<file path="config.mk">
export PLATFORM = sky130hd
export DESIGN_NAME = wdt_power_ctrl
export DESIGN_NICKNAME = d
export VERILOG_FILES = /design/src/rtl/wdt_power_ctrl.sv
export SDC_FILE = /design/constraint.sdc
export NUM_CORES = 1
export LEC_CHECK = 0
export CORE_ASPECT_RATIO = 1.4
export CORE_UTILIZATION = 55
export DETAILED_ROUTE_END_ITERATION = 16
export DONT_BUFFER_PORTS = 1
export PLACE_DENSITY_LB_ADDON = 0.3
export SLEW_MARGIN = 0
export SYNTH_ARGS = -nofsm -noshare
export SYNTH_HDL_FRONTEND = slang
export SYNTH_SLANG_ARGS = --single-unit
</file>
<file path="constraint.sdc">
create_clock -name clk -period 2 [get_ports clk]
set_input_delay 0.1 -clock clk [delete_from_list [all_inputs] [get_ports clk]]
set_output_delay 0.1 -clock clk [all_outputs]
set_load 0.02 [all_outputs]
</file>
<file path="src/rtl/wdt_power_ctrl.sv">
// Watchdog timer and power-down controller for the PIC16F core.
// Times the watchdog, executes the CLRWDT/SLEEP side effects, drives the
// status register TO/PD write ports, requests a core reset on a run-mode
// watchdog overflow and wakes the core from sleep.
module wdt_power_ctrl #(
    parameter int TICK_BITS = 8
) (
    input  logic       clk,
    input  logic       rst,
    input  logic       wdt_en,
    input  logic       psa,
    input  logic [2:0] ps,
    input  logic       clrwdt,
    input  logic       sleep,
    input  logic       wake_evt,
    output logic       n_to_wr_en,
    output logic       n_to_in,
    output logic       n_pd_wr_en,
    output logic       n_pd_in,
    output logic       sleeping,
    output logic       wdt_reset,
    output logic       wake
);

    typedef enum logic [1:0] {
        ST_RUN     = 2'd0,
        ST_SLEEP   = 2'd1,
        ST_WDT_RST = 2'd2,
        ST_TO_FIX  = 2'd3
    } state_t;

    state_t               state_r;
    logic [TICK_BITS-1:0] base_r;
    logic [TICK_BITS-1:0] base_nxt_s;
    logic [7:0]           pre_r;
    logic [7:0]           pre_nxt_s;
    logic                 base_max_s;
    logic                 pre_hit_s;
    logic                 timeout_s;
    logic                 clear_s;
    logic                 hold_s;

    // Terminal prescaler count for a 1:2^ps ratio.
    function automatic logic [7:0] ps_limit(input logic [2:0] ps_v);
        return (8'd1 << ps_v) - 8'd1;
    endfunction

    assign base_max_s = &base_r;
    assign pre_hit_s  = (pre_r == ps_limit(ps));
    assign timeout_s  = wdt_en & base_max_s & (~psa | pre_hit_s);

    // Next counter values: hold at zero outside RUN/SLEEP, clear on any clearing event.
    always_comb begin
        base_nxt_s = {TICK_BITS{1'b0}};
        pre_nxt_s  = 8'd0;
        clear_s    = 1'b0;
        hold_s     = ~wdt_en;
        case (state_r)
            ST_RUN:   clear_s = sleep | clrwdt | timeout_s;
            ST_SLEEP: clear_s = timeout_s | wake_evt;
            default:  hold_s  = 1'b1;
        endcase
        if (hold_s || clear_s) begin
            base_nxt_s = {TICK_BITS{1'b0}};
            pre_nxt_s  = 8'd0;
        end else begin
            base_nxt_s = base_r + TICK_BITS'(1);
            if (psa && base_max_s) begin
                pre_nxt_s = pre_r + 8'd1;
            end else begin
                pre_nxt_s = pre_r;
            end
        end
    end

    // Watchdog base counter and prescaler registers.
    always_ff @(posedge clk) begin
        if (rst) begin
            base_r <= {TICK_BITS{1'b0}};
            pre_r  <= 8'd0;
        end else begin
            base_r <= base_nxt_s;
            pre_r  <= pre_nxt_s;
        end
    end

    // Control FSM with registered status writes, halt, reset and wake outputs.
    always_ff @(posedge clk) begin
        if (rst) begin
            state_r    <= ST_RUN;
            n_to_wr_en <= 1'b0;
            n_to_in    <= 1'b0;
            n_pd_wr_en <= 1'b0;
            n_pd_in    <= 1'b0;
            sleeping   <= 1'b0;
            wdt_reset  <= 1'b0;
            wake       <= 1'b0;
        end else begin
            n_to_wr_en <= 1'b0;
            n_to_in    <= 1'b0;
            n_pd_wr_en <= 1'b0;
            n_pd_in    <= 1'b0;
            wdt_reset  <= 1'b0;
            wake       <= 1'b0;
            case (state_r)
                ST_RUN: begin
                    if (sleep) begin
                        state_r    <= ST_SLEEP;
                        sleeping   <= 1'b1;
                        n_to_wr_en <= 1'b1;
                        n_to_in    <= 1'b1;
                        n_pd_wr_en <= 1'b1;
                        n_pd_in    <= 1'b0;
                    end else if (clrwdt) begin
                        n_to_wr_en <= 1'b1;
                        n_to_in    <= 1'b1;
                        n_pd_wr_en <= 1'b1;
                        n_pd_in    <= 1'b1;
                    end else if (timeout_s) begin
                        state_r   <= ST_WDT_RST;
                        wdt_reset <= 1'b1;
                    end else begin
                        state_r <= ST_RUN;
                    end
                end
                ST_SLEEP: begin
                    // A watchdog overflow in sleep is a wake-up, not a reset.
                    if (timeout_s) begin
                        state_r    <= ST_RUN;
                        sleeping   <= 1'b0;
                        wake       <= 1'b1;
                        n_to_wr_en <= 1'b1;
                        n_to_in    <= 1'b0;
                    end else if (wake_evt) begin
                        state_r  <= ST_RUN;
                        sleeping <= 1'b0;
                        wake     <= 1'b1;
                    end else begin
                        state_r <= ST_SLEEP;
                    end
                end
                ST_WDT_RST: begin
                    // TO is written after the core reset so it outlives the status reset value.
                    state_r    <= ST_TO_FIX;
                    n_to_wr_en <= 1'b1;
                    n_to_in    <= 1'b0;
                end
                ST_TO_FIX: begin
                    state_r <= ST_RUN;
                end
                default: begin
                    state_r  <= ST_RUN;
                    sleeping <= 1'b0;
                end
            endcase
        end
    end

endmodule
</file>
==> Word-level counts from Yosys, hierarchy flattened <==
Cells that the tools add are included.
W data, S select, Z words.
{ "totals": {"regBits": 24, "inputBits": 10, "wordCells": 60} }
{ "classes": {"addsub": 3, "n_eq_ne": 7, "shift": 1, "n_mux": 18, "bitwise": 10, "reduce_logical": 12} }
{ "ops": {"columns": ["cell", "n"], "rows": [
  ["$add A8 B1 Y8 const B", 2],
  ["$mux W1", 11],
  ["$eq A8 B8 Y1", 1],
  ["$pmux W2 S4", 1],
  ["$reduce_and A8 Y1", 1],
  ["$reduce_or A2 Y1", 4],
  ["$shl A1 B3 Y8 const A", 1],
  ["$sub A8 B1 Y8 const B", 1],
  ["$mux W2", 3],
  ["$ne A3 B3 Y1 const B", 2],
  ["$eq A2 B2 Y1 const B", 2],
  ["$not A1 Y1", 4],
  ["$or A1 B1 Y1", 4],
  ["$pmux W1 S2", 2],
  ["$reduce_or A4 Y1", 1],
  ["$pmux W1 S3", 1],
  ["$reduce_and A3 Y1", 1],
  ["$reduce_or A3 Y1", 1],
  ["$and A1 B1 Y1", 2],
  ["$eq A2 B1 Y1 const B", 1],
  ["$logic_not A2 Y1", 1],
  ["$ne A2 B2 Y1 const B", 1],
  ["$reduce_bool A2 Y1", 1],
  ["$logic_and A1 B1 Y1", 1],
  ["$logic_or A1 B1 Y1", 1]
]} }

==> Logic depth before layout (Yosys ltp) <==
{ "logic_depth": {"depth_word": 9, "mapped_depth": 10, "depth_no_buf": 8} }

==> Worst setup path after synthesis <==
No wires, ideal clock.
{ "synth_path": {"path_kind": "in2reg", "startpoint": "input ps[1]", "endpoint": "register pre_r[4]", "setup_time_ns": 0.132, "arrival_time_ns": 2.056, "path_slack_ns": -0.189, "stages": 9, "path_buffers": 2, "path_cell_list": "buf_2 or3_1 ha_1 or4b_1 nand4_1 o211ai_2 nor3_4 buf_6 nor3_2"} }
{ "synth_via": {"elab_chain_cells": 9, "word_cells_on_any_way": 10, "classes_between": "1 x add/sub; 1 x eq/ne; 1 x shift; 1 x mux; 4 x bitwise; 2 x reduce/logical"} }
{ "synth_rtl": {"columns": ["element", "line", "source"], "rows": [
  ["start, declared", "12", "input logic [2:0] ps,"],
  ["$shl A1 B3 Y8 (*)", "45", "return (8'd1 << ps_v) - 8'd1;"],
  ["$sub A8 B1 Y8 (*)", "45", null],
  ["$eq A8 B8 Y1 (*)", "49", "assign pre_hit_s = (pre_r == ps_limit(ps));"],
  ["$or A1 B1 Y1 (*)", "50", "assign timeout_s = wdt_en & base_max_s & (~psa | pre_hit_s);"],
  ["$and A1 B1 Y1 (*)", "50", null],
  ["$or A1 B1 Y1 (on tied branches)", "60, 59", null],
  ["$pmux W1 S2 (*)", "58", "case (state_r)"],
  ["$logic_or A1 B1 Y1 (*)", "63", "if (hold_s || clear_s) begin"],
  ["$reduce_or A2 Y1 (no source line) (*)", null, null],
  ["end signal, assigned", "83", "pre_r <= pre_nxt_s;"],
  ["end, declared", "35", "logic [7:0] pre_r;"]
]} }
Every way passes the cells marked *; elsewhere a longest branch is shown, timed or not.
A chain may end at the register's enable or synchronous reset.

==> Worst setup path in the final report <==
{ "layout_path": {"startpoint": "register base_r[0]", "endpoint": "register pre_r[7]"} }
{ "layout_via": {"elab_chain_cells": 7, "word_cells_on_any_way": 9, "classes_between": "1 x mux; 4 x bitwise; 4 x reduce/logical"} }
{ "layout_rtl": {"columns": ["element", "line", "source"], "rows": [
  ["start, declared", "33", "logic [TICK_BITS-1:0] base_r;"],
  ["start signal, assigned", "79", "base_r <= {TICK_BITS{1'b0}};"],
  ["start signal, assigned", "82", "base_r <= base_nxt_s;"],
  ["$reduce_and A8 Y1 (*)", "48", "assign base_max_s = &base_r;"],
  ["$and A1 B1 Y1 (2 in series)", "50", null],
  ["$or A1 B1 Y1 (on tied branches)", "60, 59", null],
  ["$pmux W1 S2", "58", null],
  ["$logic_or A1 B1 Y1", "63", null],
  ["$reduce_or A2 Y1 (no source line)", null, null]
]} }
Marks and branches as above.

==> metrics.md <==
| Metric | Value |
|---|---|
| Hpwl dp | `1970 microns` |
| Max Slew Vio Count | `0` |
| Unrepaired setup endpoints after global routing | `no` |
| Clock buffer depth | `2` |
| Post-synth top flop | `dfxtp_1` |
| Reg-to-Reg Start | `base_r[0]` |
| Setup Crit Path Kind | `reg -> reg` |
| Total power | `0.935 mW` |
| Vias per inst | `5.80` |
| Placed cell areas | `0.00146 sq mm` |
| Worst IR drop on VDD | `0.333 mV` |
| Die H | `62.7 microns` |
| Total gr overflow | `0` |
| FP Rows | `21` |
| Gate Count Post-Synth | `146` |
| Global-route wire length before repair | `4480 microns` |
| Cts repair resizes | `0` |
| Num CTS Buffers | `3` |
| Synth unique cells | `49` |
| Setup WS post-layout | `219 ps` |
| Maxcap violations | `0` |
| Area Growth Syn to Fin | `8.30%` |
| Syn nets | `159` |
| Clock slew at reported path FFs | `130 ps` |
| Num ports | `17` |
| Initial antenna violation count | `0` |
| # DRC | `0` |
| Top cells by area, synth | `dfxtp_1 (33%), nor3_2 (7.6%), xnor2_1 (5.4%), xor2_1 (3.6%), buf_6 (3.1%)` |
| Post-layout util | `0.641` |
| First-pass DRT Iterations | `4` |
| Worst Path Max Fanout | `8` |
| Antenna-violating nets left | `0` |
| Sequential element share of the synthesized area | `0.332` |
| Fmax | `0.562 GHz` |
| Final Setup Violations | `0` |
| Final Wtd Congestion | `between 0.7 and 0.8` |
| Synth top area share | `0.332` |
| Area of the die | `roughly 0.0028 sq mm` |
| FF+latch count, synth | `24` |
| Leak pwr | `0.522 nW` |
| Register Area | `480 sq um` |
| Cells after DPL | `176` |
| Crit. End Element | `flip-flop` |
| Buffers on Ports | `0` |
| R2r setup slk | `220 ps` |
| Worst Tran Pin Value | `397 ps` |
| Post-route cell area | `0.00157 sq mm` |
| PD cells | `approximately 600 mW/mm^2` |
| Critical hold path startpoint | `wake_evt` |
| Starting density of the core | `0.592` |
| H-tree levels | `1` |
| Hold Path Cell Cnt | `3` |
| Worst Hold End | `sleeping` |
| Syn Area/Cell | `just under 10 sq um` |
| Worst slack at placement | `-78.5 ps` |
| Setup Skew | `around 1.5 ps` |
| Fin cells | `185` |
| Clock tree root buffer cell | `clkbuf_4` |
| WL final | `around 2700 microns` |
| Run status | `complete, no violations` |
| Avg WL per Cell | `14.4 microns` |
| Filler cells | `193` |
| Worst path arrival time | `1990 ps` |
| All-layer global routing usage | `0.211` |
| Antenna cells | `0` |
| Register-to-Register Path Depth | `6` |
| Max_slew headroom | `0.735` |
| Clock Sinks | `24` |
| Min Tclk post-route | `around 1800 ps` |
| Share of cells above drive strength 1 | `0.232` |
| Async S/R FF share, synth | `0` |
| Final hold vios | `0` |
| RR Endpoint | `pre_r[7]` |
| Worst EP required | `~2200 ps` |
| Leading area contributor after synthesis | `dfxtp_1` |
| Post-synth EDFFs | `0` |
| Worst hold path type | `in -> reg` |
| Clock Latency Late Sink | `310 ps` |
| Worst setup SP type | `flip-flop` |
| TritonCTS clock tree | `yes` |
| Largest net degree at the start of global routing | `17` |
| Multi-input logic area | `891 sq um` |
| Core Footprint | `~0.0024 sq mm` |
| Nets | `165` |
| Synth Cell Area | `approximately 0.0014 sq mm` |
| Die width | `45.3 microns` |
| Vias in the first global route | `1105` |
| Ys Warns | `0` |
| Routed via count | `1073` |
| First DRT Iteration DRCs | `19` |
| Crit share post-route | `0.890` |
-- cells in the mapped netlist (all sizes together) (4+ instances only) --
cell and count:
buf 7, and3 4, dfxtp 24, nor2 11, o21ai 5, nand3 4
xor2 6, nor3 17, nor3b 4, and4 5, nand2 6, nand4 6
inv 4, xnor2 9
-- per-stage QoR --
step                setup TNS (ps)  hold slack [ps]
floorplan                    -1310              176
global placement             -14.8              180
detailed placement            -519              180
CTS                              0             4.73
global route                     0             7.39
finish                           0             9.18
-- power by group --
| group | switching (mW) | internal [mW] |
|---|---|---|
| Sequential | 0.0189 | 0.488 |
| Combinational | 0.0452 | 0.0396 |
| Clock | 0.141 | 0.203 |
| Total | 0.205 | 0.730 |
-- layout by cell type (no fill, tap or decap), types with 4 or more instances in the layout --
master and n:
dfxtp_1 24, nor2_1 11, nor3_2 11, xnor2_1 9, nand2_1 6, xor2_1 6, nand4_1 6, nor3_1 5
dlygate4sd3_1 5, nor3b_1 4, and4_1 4, inv_1 4
-- sequential cells by signal (all words and copies together), names as in the netlist --
signal and cells:
base_r 8, pre_r 8, state_r 2, n_pd_in 1, n_pd_wr_en 1, n_to_wr_en 1, sleeping 1, wake 1
wdt_reset 1
-- worst max-delay path: stages, from the launching register on --
cell	delay [ps]
dfxtp_1	410
ha_1	190
and3_2	240
and4_1	380
and4_2	280
xnor2_1	130
nor3_2	50
-- area by class of cell --
type,instances,area share
multi-input combinational,111,0.569
inverter,4,0.00958
sequential,24,0.307
tap,34,0.0272
clock inverter,1,0.0192
clock buffer,3,0.0144
timing repair buffer,8,0.0543
-- per-layer routing --
layer  track usage  vias up  routed length, microns
met5             0        -                       0
met4         0.102        0                      51
met3        0.0289        4                      54
met2         0.413       19                    1520
met1         0.192      507                    1040
li1              -      543                       -
-- worst max-delay path by stage --
stage               slack (ps)         to      start  cells after the start
finish                     220   pre_r[7]  base_r[0]                      6
floorplan                 -130   pre_r[4]      ps[2]                      9
CTS                        200   pre_r[1]  base_r[0]                      7
global route               100   pre_r[7]  base_r[0]                      6
global placement           -10  base_r[1]      ps[2]                      8
detailed placement         -80  base_r[1]      ps[2]                      8
-- timing repair --
| item | CTS | global route |
|---|---|---|
| hold buffers | 5 | 0 |
| hold endpoints to repair | 6 | 0 |
| buffers inserted | 0 | 0 |
-- kinds of logic after synthesis --
| logic type | after synthesis | share of synthesized area |
|---|---|---|
| buf+inv | 11 | 0.0536 |
| fa+ha+maj | 3 | 0.0260 |
| compound gates | 19 | 0.119 |
| flops | 24 | 0.332 |
| xor+xnor | 15 | 0.0908 |
| simple gates | 72 | 0.361 |
| mux | 2 | 0.0173 |
No activity file was read; power rests on OpenSTA's default activity.
